File: src/rtl/div_issue_ctrl_if.sv
// EX-stage <-> divider bundle for div_issue_ctrl. The master modport is the controller side.
// div_zero_o exists only when DIV_ZERO_TRAP_EN is defined.
interface div_issue_ctrl_if;
  // EX side
  logic        div_op_i;
  logic        signed_i;
  logic [15:0] opa_i;
  logic [15:0] opb_i;
  logic        flush_i;
  // Divider side
  logic        div_start_o;
  logic        div_annul_o;
  logic        div_signed_o;
  logic [15:0] div_op1_o;
  logic [15:0] div_op2_o;
  logic [31:0] div_result_i;
  logic        div_ready_i;
  // Pipeline / write-back side
  logic        stall_req_o;
  logic        hilo_we_o;
  logic [15:0] hi_o;
  logic [15:0] lo_o;
  logic        timeout_o;
`ifdef DIV_ZERO_TRAP_EN
  logic        div_zero_o;
`endif
  // FSM debug view: 0 = IDLE, 1 = BUSY, 2 = DONE
  logic [1:0]  state_dbg_o;

  modport master (
`ifdef DIV_ZERO_TRAP_EN
    output div_zero_o,
`endif
    input  div_op_i, signed_i, opa_i, opb_i, flush_i,
    input  div_result_i, div_ready_i,
    output div_start_o, div_annul_o, div_signed_o, div_op1_o, div_op2_o,
    output stall_req_o, hilo_we_o, hi_o, lo_o, timeout_o,
    output state_dbg_o
  );

  modport slave (
`ifdef DIV_ZERO_TRAP_EN
    input  div_zero_o,
`endif
    output div_op_i, signed_i, opa_i, opb_i, flush_i,
    output div_result_i, div_ready_i,
    input  div_start_o, div_annul_o, div_signed_o, div_op1_o, div_op2_o,
    input  stall_req_o, hilo_we_o, hi_o, lo_o, timeout_o,
    input  state_dbg_o
  );
endinterface

File: src/rtl/div_issue_ctrl.sv
// EX-stage issue controller for the 16-bit iterative divider: latch, start, stall, write back HI/LO.
// Optional DIV_ZERO_TRAP_EN: a zero divisor is refused in IDLE and reported on div_zero_o.
module div_issue_ctrl #(
  parameter int TIMEOUT_CYC = 32
) (
  input  logic             clk,
  input  logic             rst,
  div_issue_ctrl_if.master bus
);

  localparam int CNT_W = $clog2(TIMEOUT_CYC) + 1;

  localparam logic [1:0] S_IDLE = 2'd0;
  localparam logic [1:0] S_BUSY = 2'd1;
  localparam logic [1:0] S_DONE = 2'd2;

  // Handshake: div_start_o is held high for the whole BUSY phase; the divider
  // answers with a one-cycle div_ready_i, and div_start_o drops the next cycle
  // (DONE), which frees the divider. div_annul_o cancels an in-flight divide.

  logic [1:0]       state_q, state_d;
  logic [CNT_W-1:0] cnt_q, cnt_d;
  logic [15:0]      op1_q, op1_d;
  logic [15:0]      op2_q, op2_d;
  logic             sgn_q, sgn_d;
  logic [15:0]      hi_q, hi_d;
  logic [15:0]      lo_q, lo_d;

  logic start, annul, stall, we, tmo;
  logic zero_div;
  logic accept;
  logic wd_expired;

`ifdef DIV_ZERO_TRAP_EN
  assign zero_div = (bus.opb_i == 16'd0);
  assign bus.div_zero_o = (state_q == S_IDLE) & bus.div_op_i & ~bus.flush_i & zero_div;
`else
  assign zero_div = 1'b0;
`endif

  assign accept     = (state_q == S_IDLE) & bus.div_op_i & ~bus.flush_i & ~zero_div;
  assign wd_expired = (cnt_q == CNT_W'(TIMEOUT_CYC - 1));

  always_comb begin
    state_d = state_q;
    cnt_d   = cnt_q;
    op1_d   = op1_q;
    op2_d   = op2_q;
    sgn_d   = sgn_q;
    hi_d    = hi_q;
    lo_d    = lo_q;
    start   = 1'b0;
    annul   = 1'b0;
    stall   = 1'b0;
    we      = 1'b0;
    tmo     = 1'b0;
    case (state_q)
      S_IDLE: begin
        if (accept) begin
          op1_d   = bus.opa_i;
          op2_d   = bus.opb_i;
          sgn_d   = bus.signed_i;
          cnt_d   = '0;
          stall   = 1'b1;
          state_d = S_BUSY;
        end
      end
      S_BUSY: begin
        cnt_d = cnt_q + 1'b1;
        // Flush wins over a same-cycle result; the watchdog only fires without one.
        if (bus.flush_i) begin
          annul   = 1'b1;
          state_d = S_IDLE;
        end else if (bus.div_ready_i) begin
          start   = 1'b1;
          stall   = 1'b1;
          hi_d    = bus.div_result_i[31:16];
          lo_d    = bus.div_result_i[15:0];
          state_d = S_DONE;
        end else if (wd_expired) begin
          annul   = 1'b1;
          tmo     = 1'b1;
          state_d = S_IDLE;
        end else begin
          start = 1'b1;
          stall = 1'b1;
        end
      end
      S_DONE: begin
        we      = ~bus.flush_i;
        state_d = S_IDLE;
      end
      default: begin
        state_d = S_IDLE;
      end
    endcase
  end

  always_ff @(posedge clk) begin
    if (rst) begin
      state_q <= S_IDLE;
      cnt_q   <= '0;
      op1_q   <= '0;
      op2_q   <= '0;
      sgn_q   <= 1'b0;
      hi_q    <= '0;
      lo_q    <= '0;
    end else begin
      state_q <= state_d;
      cnt_q   <= cnt_d;
      op1_q   <= op1_d;
      op2_q   <= op2_d;
      sgn_q   <= sgn_d;
      hi_q    <= hi_d;
      lo_q    <= lo_d;
    end
  end

  assign bus.div_start_o  = start;
  assign bus.div_annul_o  = annul;
  assign bus.div_signed_o = sgn_q;
  assign bus.div_op1_o    = op1_q;
  assign bus.div_op2_o    = op2_q;
  assign bus.stall_req_o  = stall;
  assign bus.hilo_we_o    = we;
  assign bus.hi_o         = hi_q;
  assign bus.lo_o         = lo_q;
  assign bus.timeout_o    = tmo;
  assign bus.state_dbg_o  = state_q;

endmodule

File: src/flat_wrapper.sv
// flat-port wrapper written by rule: the top's interface ports become plain ports
module div_issue_ctrl_flat 
#(
  parameter int TIMEOUT_CYC = 32
)
  (clk, rst, bus_div_op_i, bus_signed_i, bus_opa_i, bus_opb_i, bus_flush_i, bus_div_result_i, bus_div_ready_i, bus_div_start_o, bus_div_annul_o, bus_div_signed_o, bus_div_op1_o, bus_div_op2_o, bus_stall_req_o, bus_hilo_we_o, bus_hi_o, bus_lo_o, bus_timeout_o, bus_state_dbg_o);
  div_issue_ctrl_if bus_i ();
  input  logic clk;
  input  logic rst;
  input wire logic [$bits(bus_i.div_op_i)-1:0] bus_div_op_i;
  input wire logic [$bits(bus_i.signed_i)-1:0] bus_signed_i;
  input wire logic [$bits(bus_i.opa_i)-1:0] bus_opa_i;
  input wire logic [$bits(bus_i.opb_i)-1:0] bus_opb_i;
  input wire logic [$bits(bus_i.flush_i)-1:0] bus_flush_i;
  input wire logic [$bits(bus_i.div_result_i)-1:0] bus_div_result_i;
  input wire logic [$bits(bus_i.div_ready_i)-1:0] bus_div_ready_i;
  output wire logic [$bits(bus_i.div_start_o)-1:0] bus_div_start_o;
  output wire logic [$bits(bus_i.div_annul_o)-1:0] bus_div_annul_o;
  output wire logic [$bits(bus_i.div_signed_o)-1:0] bus_div_signed_o;
  output wire logic [$bits(bus_i.div_op1_o)-1:0] bus_div_op1_o;
  output wire logic [$bits(bus_i.div_op2_o)-1:0] bus_div_op2_o;
  output wire logic [$bits(bus_i.stall_req_o)-1:0] bus_stall_req_o;
  output wire logic [$bits(bus_i.hilo_we_o)-1:0] bus_hilo_we_o;
  output wire logic [$bits(bus_i.hi_o)-1:0] bus_hi_o;
  output wire logic [$bits(bus_i.lo_o)-1:0] bus_lo_o;
  output wire logic [$bits(bus_i.timeout_o)-1:0] bus_timeout_o;
  output wire logic [$bits(bus_i.state_dbg_o)-1:0] bus_state_dbg_o;
  assign bus_i.div_op_i = bus_div_op_i;
  assign bus_i.signed_i = bus_signed_i;
  assign bus_i.opa_i = bus_opa_i;
  assign bus_i.opb_i = bus_opb_i;
  assign bus_i.flush_i = bus_flush_i;
  assign bus_i.div_result_i = bus_div_result_i;
  assign bus_i.div_ready_i = bus_div_ready_i;
  assign bus_div_start_o = bus_i.div_start_o;
  assign bus_div_annul_o = bus_i.div_annul_o;
  assign bus_div_signed_o = bus_i.div_signed_o;
  assign bus_div_op1_o = bus_i.div_op1_o;
  assign bus_div_op2_o = bus_i.div_op2_o;
  assign bus_stall_req_o = bus_i.stall_req_o;
  assign bus_hilo_we_o = bus_i.hilo_we_o;
  assign bus_hi_o = bus_i.hi_o;
  assign bus_lo_o = bus_i.lo_o;
  assign bus_timeout_o = bus_i.timeout_o;
  assign bus_state_dbg_o = bus_i.state_dbg_o;
  div_issue_ctrl #(.TIMEOUT_CYC(TIMEOUT_CYC)) u_core (.clk(clk), .rst(rst), .bus(bus_i));
endmodule
File: config.mk
export PLATFORM = sky130hd
export DESIGN_NAME = div_issue_ctrl_flat
export DESIGN_NICKNAME = d
export VERILOG_FILES = /design/src/rtl/div_issue_ctrl_if.sv /design/src/rtl/div_issue_ctrl.sv /design/src/flat_wrapper.sv
export SDC_FILE = /design/constraint.sdc
export NUM_CORES = 1
export LEC_CHECK = 0
export CAP_MARGIN = 10
export CELL_PAD_IN_SITES_DETAIL_PLACEMENT = 1
export CELL_PAD_IN_SITES_GLOBAL_PLACEMENT = 2
export CORE_MARGIN = 4
export CORE_UTILIZATION = 22
export DETAILED_ROUTE_END_ITERATION = 7
export MAX_ROUTING_LAYER = met4
export PLACE_DENSITY = 0.91
export SYNTH_ARGS = -nofsm -noshare
export SYNTH_HDL_FRONTEND = slang
export SYNTH_SLANG_ARGS = --single-unit
File: constraint.sdc
create_clock -name clk -period 2.4 [get_ports clk]
set_input_delay 0.24 -clock clk [delete_from_list [all_inputs] [get_ports clk]]
set_output_delay 0.24 -clock clk [all_outputs]
set_load 0.005 [all_outputs]
==> impl_metrics.env <==
export IMPL_outcome="finished, final reports clean"
export IMPL_setup_tns_ns=0
export IMPL_async_flop_share_pct=0
export IMPL_end_kind="output port"
export IMPL_gp_congestion=0.759
export IMPL_crit_family="buffers and inverters"
export IMPL_synth_common_cells="nand2_1 (133), dfxtp_1 (73), a21oi_1 (67)"
export IMPL_grt_max_degree=48
export IMPL_yosysWarnings=0
export IMPL_relSlewSlack_pct=41.2
export IMPL_critical_path_buf_inv_count=2
export IMPL_num_vias=2800
export IMPL_route_detailed_drc=0
export IMPL_syn_num_nets=406
export IMPL_synth_edf_count=0
export IMPL_powerDensity_mw_per_mm2=680
export IMPL_avgSynthCellArea_um2=8.02
export IMPL_min_period_over_period_pct=95.1
export IMPL_crit_type="flop to output port"
export IMPL_rrSetupSlack_ns=0.52
export IMPL_fmaxAchievable_ghz=0.438
export IMPL_netlist_instances=335
export IMPL_synth_distinct_cells=31
export IMPL_hpwl_um=6760
export IMPL_dieArea_mm2=0.0140
export IMPL_worst_setup_path_start_kind="flop"
export IMPL_clock_latency_ns=0.33
export IMPL_stdcell_count=625
export IMPL_wl_per_cell_um=14.5
export IMPL_dp_cells=609
export IMPL_via_per_inst=4.48
export IMPL_synthTopCellsByArea="dfxtp_1 (54%), nand2_1 (19%), a21oi_1 (12%), clkbuf_1 (2.1%), buf_6 (1.3%)"
export IMPL_drt_wl_total_um=9070
export IMPL_netlist_area_mm2=0.00269
export IMPL_power_leakage_nw=1.60
export IMPL_setup_viol=0
export IMPL_area_growth_pct=72.5
export IMPL_cts_tree="yes"
export IMPL_min_path_type="flop to flop"
export IMPL_drive_gt1_share_pct=7.95
export IMPL_nets=544
export IMPL_tightest_slew_ns=0.882
export IMPL_start_util_pct=22.4
export IMPL_grt_pass1_wl_um=15200
export IMPL_fillers=1421
export IMPL_gr_total_overflow=0
export IMPL_n_antenna_cell=0
export IMPL_core_mm2=0.0120
export IMPL_crit_path_max_fanout=4
export IMPL_clk_pin_slew_worst_paths_ns=0.06
export IMPL_maxSlewViolCount=0
export IMPL_cts_buffers=9
export IMPL_maxCapViolCount=0
export IMPL_grt_pass1_vias=3043
export IMPL_io_pins=142
export IMPL_first_iter_violations=127
export IMPL_die_h_um=118
export IMPL_slowest_delay_ns=0.53
export IMPL_cp_required_ns=2.16
export IMPL_hold_viol=0
export IMPL_cts_htree_levels=3
export IMPL_ys_flop_type="dfxtp_1"
export IMPL_synth_area_leader_cell="dfxtp_1"
export IMPL_firstDrtPassIters=4
export IMPL_rsz0062_at_grt="no"
export IMPL_port_buffers=141
export IMPL_cp_slowest_cell="clkdlybuf4s50_1"
export IMPL_floorplan_rows=40
export IMPL_die_x_um=118
export IMPL_synth_top_cell_area_share_pct=54.4
export IMPL_numClockSinks=73
export IMPL_cp_arrival_ns=2.04
export IMPL_ys_seq_elements=73
export IMPL_crit_chain="ha_2 -> nand3_2 -> nor4b_2 -> buf_4 -> o21a_1 -> clkdlybuf4s50_1"
export IMPL_ir_drop_uv=352
export IMPL_synth_most_common_cell="nand2_1"
export IMPL_fin_skew_ns=0.00354
export IMPL_antenna_found_initial=0
export IMPL_clockRootBuffer="clkbuf_16"
export IMPL_clock_path_buffers=2
export IMPL_ant_nets=0
export IMPL_track_usage_pct=13.5
export IMPL_period_minus_slack_ns=2.28
export IMPL_seq_area_frac_synth_pct=54.4
placed cells by master (no fill, tap or decap):
cell type / n
o21a_1: 2
dfxtp_2: 2
nand4_1: 1
nor3b_1: 3
buf_4: 12
nand4bb_1: 1
a211oi_1: 2
a21oi_1: 67
nor4b_2: 1
clkinvlp_4: 1
bufinv_16: 3
dlygate4sd2_1: 1
nand2_1: 133
clkbuf_16: 9
or4_1: 1
nor2_1: 2
a31oi_1: 1
or4b_1: 1
clkinv_4: 2
ha_2: 1
mux2_2: 1
or3_1: 2
dfxtp_1: 71
nand3_2: 1
inv_1: 1
clkdlybuf4s50_1: 139
o22ai_2: 1
o21ai_0: 1
buf_2: 1
nand2b_1: 1
nand3_1: 4
nor3_1: 2
and3_1: 1
o31ai_1: 2
nor4b_4: 1
clkbuf_8: 1
nor2b_1: 1
nor4bb_4: 1
worst paths after layout:
kind | startpoint | end | depth (start not counted)
worst max register to register | u_core.bus.state_dbg_o[0]$_SDFFE_PP0P_ | u_core.cnt_q[5]$_SDFFE_PP0P_ | 4
worst max-delay path | u_core.cnt_q[0]$_SDFFE_PP0P_ | bus_div_annul_o | 6
worst min register to register | u_core.bus.hi_o[9]$_SDFFE_PP0P_ | u_core.bus.hi_o[9]$_SDFFE_PP0P_ | 2
worst min-delay path | u_core.bus.hi_o[9]$_SDFFE_PP0P_ | u_core.bus.hi_o[9]$_SDFFE_PP0P_ | 2
timing repair:
item | 4_1_cts | 5_1_grt
resized for setup | 4 | 2
hold buffers | 0 | 0
setup endpoints to repair | 3 | 1
buffers inserted | 0 | 0
per-layer routing:
metal | wire, um | vias to the layer above | global-route usage (%)
li1 | - | 1380 | -
met1 | 3810 | 1321 | 14.9
met2 | 4610 | 91 | 24.1
met3 | 555 | 8 | 3.73
met4 | 92 | 0 | 3.48
met5 | 0 | - | -
per-stage QoR:
| step | setup WS, ns | total power, mW | hold slack, ns | utilization, % | cell area, um2 |
|---|---|---|---|---|---|
| finish | 0.117 | 3.15 | 0.452 | 38.7 | 4630 |
| global route | 0.0237 | 3.29 | 0.469 | 38.7 | 4630 |
| CTS | 0.0660 | 3.21 | 0.453 | 38.7 | 4630 |
| detailed placement | 0.229 | 1.62 | 0.448 | 35.6 | 4260 |
| global placement | 0.223 | 1.61 | 0.441 | 35.6 | 4260 |
| floorplan | 0.788 | 1.39 | 0.376 | - | 2690 |
final cells by class:
class,instances,area [um2],share of cell area [%]
clock buffers,10,239,5.16
inverters,1,3.75,0.0811
well taps,147,184,3.97
clock inverters,6,115,2.49
flip-flops and latches,73,1460,31.6
multi-input cells,235,1130,24.4
repair buffers,153,1500,32.3
state kept, by name, indices dropped and copies added (netlist names):
signal                   flops
u_core.bus.div_op1_o        16
u_core.bus.div_op2_o        16
u_core.bus.div_signed_o      1
u_core.bus.hi_o             16
u_core.bus.lo_o             16
u_core.bus.state_dbg_o       2
u_core.cnt_q                 6
worst min-delay path, cell delays in order (launching register included):
cell     delay, ns
dfxtp_1       0.30
nand2_1       0.05
a21oi_1       0.05
report_power, final:
part	switching [mW]	internal, mW	leakage, nW
Clock	0.517	1.05	0.169
Combinational	0.121	0.195	0.839
Sequential	0.0217	1.25	0.593
cells by family after synthesis:
group | share of synthesized area [%]
multiplexers | 0.419
adder cells (fa/ha/maj) | 0.466
buffers and inverters | 4.89
AND/OR/NAND/NOR | 24.7
AO/OA/AOI/OAI | 15.1
flip-flops | 54.4
Power figures use the tool's default switching activity.
==> variant 1: new RTL, same flow settings <==
`op1_q`, `op2_q`, `hi_q` and `lo_q` no longer have a reset.
--- a/src/rtl/div_issue_ctrl.sv
+++ b/src/rtl/div_issue_ctrl.sv
@@ -100,20 +100,19 @@
     if (rst) begin
       state_q <= S_IDLE;
       cnt_q   <= '0;
-      op1_q   <= '0;
-      op2_q   <= '0;
       sgn_q   <= 1'b0;
-      hi_q    <= '0;
-      lo_q    <= '0;
     end else begin
       state_q <= state_d;
       cnt_q   <= cnt_d;
-      op1_q   <= op1_d;
-      op2_q   <= op2_d;
       sgn_q   <= sgn_d;
-      hi_q    <= hi_d;
-      lo_q    <= lo_d;
     end
+  end
+
+  always_ff @(posedge clk) begin
+    op1_q <= op1_d;
+    op2_q <= op2_d;
+    hi_q  <= hi_d;
+    lo_q  <= lo_d;
   end
 
   assign bus.div_start_o  = start;
Check against the original RTL: not equivalent (a bounded check fails within 4 cycles, from zero or initial values and one cycle with rst high).
==> variant 1 against the original RTL <==
Total power shrank 17%; sequential cell count unchanged; global-route usage down 2.9 points; highest routed layer unchanged; combinational power decreased by 27%; wire length decreased by 25%; critical endpoint unchanged; largest power group is now sequential cells; clock power fell by 40%; setup slack better by 0.071 ns; critical path type unchanged; cell area down 8.2%; area after synthesis down 9.3%.
==> variant 1: results <==
[place]
post-place-ws_ns = 0.303
post_dp_cell_area_mm2 = 0.00405
post-dp-hpwl_mm = 5.31
place_inst = 404
routabilityCongestion = 0.782

[yosys]
synth_area_leaders = "edfxtp_1 (79%), dfxtp_1 (7.4%), nor3b_1 (1.2%)"
syn-num-nets = 193
synth-seq-area-share = 0.863
synthAdderAreaFrac = 0.00514
muxShareOfSynthArea = 0.00822
synth_edf_count = 64
synth_compound_area_frac = 0.0303
ys_top_cells_by_count = "edfxtp_1 (64), dfxtp_1 (9), nand3_1 (5)"
ys_types = 29
avgSynthCellArea_um2 = 20.0

[cts]
cts_buffers = 9
path_clk_slew_ns = 0.08
cts_root_buffer = "clkbuf_8"
cts_post_setup_buffers_inserted = 0
cts_resized = 2

[pwr]
p_switching_uw = 540
vdd_drop_max_v = 0.000222
p_leak_nw = 1.43

[grt]
grt_use_met2 = 0.190
grt_start_max_net_pins = 33
use_met1 = 0.109
met3_usage = 0.0310
grt_pass1_vias = 1754
grt.total_usage = 0.106
grt_pass1_wl_mm = 9.85

[cells_and_area]
drive_above_1_share = 0.0929
fin_cells = 420
layout.nets = 346
num_antenna_cells = 0

[detailed_routing]
highest_layer = "met4"
met2WireLength_mm = 3.71
wl_met3_um = 415
vias = 1669
wl_met1_mm = 2.61
drt-wirelength-per-cell_um = 16.3
drtIter0Drc = 57

[min_path]
hp-class = "in -> reg"

[sta]
slew_headroom = 0.725
finalMaxSlewViolations = 0
finClkSkew_ns = 0.00981

[run_status]
status = "complete, no violations"
-- variant 1: changes by cell type after synthesis, moves of 3 or more --
cell,change
buf_2,-6
nor4_1,+3
nand2_1,-131
clkbuf_1,-14
dfxtp_1,-64
edfxtp_1,+64
a21oi_1,-65
-- variant 1: area by class of cell --
cell class | instances | area [um2]
Sequential cell | 73 | 2100
Fill cell | 1130 | 6590
Inverter | 3 | 11.3
Clock inverter | 7 | 70.1
Tap cell | 140 | 175
Multi-Input combinational cell | 42 | 308
Timing Repair Buffer | 146 | 1460
Clock buffer | 9 | 124
-- variant 1: worst max-delay path: stages (launching register included) --
cell and delay, ns:
dfxtp_1 0.37, ha_1 0.18, nand3_1 0.16, nor4_2 0.27, o21a_1 0.16, clkdlybuf4s50_1 0.50
-- variant 1: power groups by stage --
stage	Clock [mW]	Combinational (mW)	Sequential (mW)
floorplan	0	0.0342	1.46
global placement	0	0.228	1.46
detailed placement	0	0.236	1.46
CTS	0.987	0.237	1.43
global route	1.03	0.247	1.43
finish	0.940	0.232	1.43
-- variant 1: worst paths after layout --
path,from,end,slack [ns],cells after the start
worst max-delay path,u_core.cnt_q[1]$_SDFFE_PP0P_,bus_div_annul_o,0.19,5
worst min register to register,u_core.cnt_q[0]$_SDFFE_PP0P_,u_core.cnt_q[0]$_SDFFE_PP0P_,0.48,1
worst max register to register,u_core.bus.state_dbg_o[1]$_SDFFE_PP0P_,u_core.bus.div_op1_o[11]$_DFFE_PP_,0.64,4
worst min-delay path,bus_div_result_i[16],u_core.bus.hi_o[0]$_DFFE_PP_,0.45,1
-- variant 1: kinds of logic (layout without fill, tap and decap cells) --
logic type      count (synthesis)  count (layout)
simple gates                   29              29
flops                          73              73
compound gates                 10              10
buf+inv                         7             165
fa+ha+maj                       1               1
mux                             2               2
==> variant 2: new RTL, same flow settings <==
Without the edit above. `TIMEOUT_CYC` is set to 32 in 2 places; all go to 16.
--- a/src/rtl/div_issue_ctrl.sv
+++ b/src/rtl/div_issue_ctrl.sv
@@ -1,7 +1,7 @@
 // EX-stage issue controller for the 16-bit iterative divider: latch, start, stall, write back HI/LO.
 // Optional DIV_ZERO_TRAP_EN: a zero divisor is refused in IDLE and reported on div_zero_o.
 module div_issue_ctrl #(
-  parameter int TIMEOUT_CYC = 32
+  parameter int TIMEOUT_CYC = 16
 ) (
   input  logic             clk,
   input  logic             rst,
--- a/src/flat_wrapper.sv
+++ b/src/flat_wrapper.sv
@@ -1,7 +1,7 @@
 // flat-port wrapper written by rule: the top's interface ports become plain ports
 module div_issue_ctrl_flat 
 #(
-  parameter int TIMEOUT_CYC = 32
+  parameter int TIMEOUT_CYC = 16
 )
   (clk, rst, bus_div_op_i, bus_signed_i, bus_opa_i, bus_opb_i, bus_flush_i, bus_div_result_i, bus_div_ready_i, bus_div_start_o, bus_div_annul_o, bus_div_signed_o, bus_div_op1_o, bus_div_op2_o, bus_stall_req_o, bus_hilo_we_o, bus_hi_o, bus_lo_o, bus_timeout_o, bus_state_dbg_o);
   div_issue_ctrl_if bus_i ();
Function: same outputs for any inputs over 10 cycles, from zero or initial values and one cycle with rst high; that may be too few to reach the edited logic, so the function may still have changed.
==> variant 2 against the original RTL <==
Cell area shrank 1.7%; area after synthesis shrank 2.1%; global-route usage shrank 0.070 points; total power shrank 0.45%; wire length shrank 0.48%; register-to-register slack gained 0.18 ns; setup slack gained 0.14 ns; via count shrank 3.8%; sequential share of layout area grew 0.099 points; die area shrank 2.0%; sequential cell count shrank 1; highest routed layer unchanged.
==> variant 2: results <==
[cts]
path_clk_slew_ns = 0.06
cts_buffers = 9
clk_path_buf_depth = 2
insertion_delay_ns = 0.32
cts_root_buffer = "clkbuf_16"
htree_levels = 3

[detailed_routing]
drt-wirelength-per-cell_um = 14.8
dr.pass1.iters = 4
drtIter0Drc = 129
vias_per_cell = 4.41

[cells_and_area]
n_fill_cell = 1409
layout.nets = 535
drive_above_1_share = 0.0662
num_antenna_cells = 0

[yosys]
ys_async_sr_fraction = 0
synth-seq-area-share = 0.548
ys_warn_count = 0
synth_area_leaders = "dfxtp_1 (55%), nand2_1 (19%), a21oi_1 (13%)"
ys_types = 27
syn-num-nets = 402
synth_flop_cell = "dfxtp_1"
ys_top_cells_by_count = "nand2_1 (132), dfxtp_1 (72), a21oi_1 (68)"

[grt]
grt_start_max_net_pins = 40
grt_pass1_vias = 2874
grt_pass1_wl_mm = 14.8
antenna_found_initial = 0
grt.total_usage = 0.134

[min_path]
hp-class = "in -> reg"
min_to = "u_core.cnt_q[4]$_SDFFE_PP0P_"
hold_depth = 2
hold_start = "rst"

[pwr]
p_leak_nw = 1.62
vdd_drop_max_v = 0.000321

[worst_setup_path]
r2r_end = "u_core.cnt_q[4]$_SDFFE_PP0P_"
cp_top_family = "simple AND/OR/NAND/NOR gates"
critPathMaxStageDelay_ns = 0.33
slowest_stage = "dfxtp_2"
ff2ff_path_depth = 4
r2r_start = "u_core.bus.state_dbg_o[1]$_SDFFE_PP0P_"
r2r_slack_ns = 0.70
arrival_ns = 1.90
cp_max_fo = 4

[place]
routabilityCongestion = 0.743
post_dp_cell_area_mm2 = 0.00418
port_buffers = 141
post-dp-hpwl_mm = 6.49
post-place-ws_ns = 0.180

[run_status]
status = "complete, no violations"

[sta]
slew_headroom = 0.610
finClkSkew_ns = 0.00578
hold_ws_ns = 0.398
[variant 2: through the flow]
| stage | util | cells |
|---|---|---|
| after global placement | 0.361 | 595 |
| after CTS | 0.393 | 611 |
| after floorplan | - | 330 |
| after global routing | 0.394 | 611 |
| final | 0.394 | 611 |
| after detailed placement | 0.361 | 595 |
[variant 2: worst reg2reg max path, delay by kind of cell (launching register included)]
kind	cells	cell delay [ns]
AND/OR/NAND/NOR	2	0.64
flip-flops	1	0.42
buffers and inverters	1	0.29
AO/OA/AOI/OAI	1	0.23
[variant 2: cells by family (layout without fill, tap and decap cells)]
logic type | after synthesis | in the layout | synth area share
DFF | 72 | 72 | 0.548
AOI/OAI and AO/OA | 73 | 73 | 0.143
buffers and inverters | 27 | 165 | 0.0490
and+or+nand+nor | 156 | 156 | 0.250
adders and majority gates | 2 | 2 | 0.00952
[variant 2: power by group]
| group | switching [mW] | internal [mW] |
|---|---|---|
| registers | 0.0212 | 1.23 |
| logic | 0.119 | 0.190 |
| clock network | 0.504 | 1.07 |
[variant 2: final cells by class]
class	count	area, um2	area share
multi-input cells	231	1100	0.241
clock buffers	11	253	0.0555
flip-flops and latches	72	1440	0.317
repair buffers	148	1470	0.324
well taps	143	179	0.0393
inverters	1	3.75	0.000824
clock inverters	5	103	0.0225
[variant 2: metal layers]
metal	vias to the layer above	routed length (um)	GRT usage
met5	-	0	-
met4	0	123	0.0462
met3	7	307	0.0289
met2	67	4650	0.235
met1	1281	3950	0.153
li1	1338	-	-
[variant 2: what timing repair did]
item	4_1_cts	5_1_grt
resized for setup	6	4
setup buffers	0	0
setup endpoints to repair	3	2
[variant 2: how the worst max path moves through the flow]
stage / startpoint / endpoint / slack [ns] / cells past startpoint
floorplan: u_core.cnt_q[0]$_SDFFE_PP0P_ / bus_stall_req_o / 0.75 / 6
global placement: u_core.cnt_q[0]$_SDFFE_PP0P_ / bus_stall_req_o / 0.23 / 7
detailed placement: u_core.cnt_q[0]$_SDFFE_PP0P_ / bus_stall_req_o / 0.18 / 7
CTS: u_core.cnt_q[0]$_SDFFE_PP0P_ / bus_div_start_o / 0.02 / 6
global route: u_core.cnt_q[0]$_SDFFE_PP0P_ / bus_stall_req_o / 0.14 / 7
finish: u_core.cnt_q[0]$_SDFFE_PP0P_ / bus_stall_req_o / 0.26 / 7
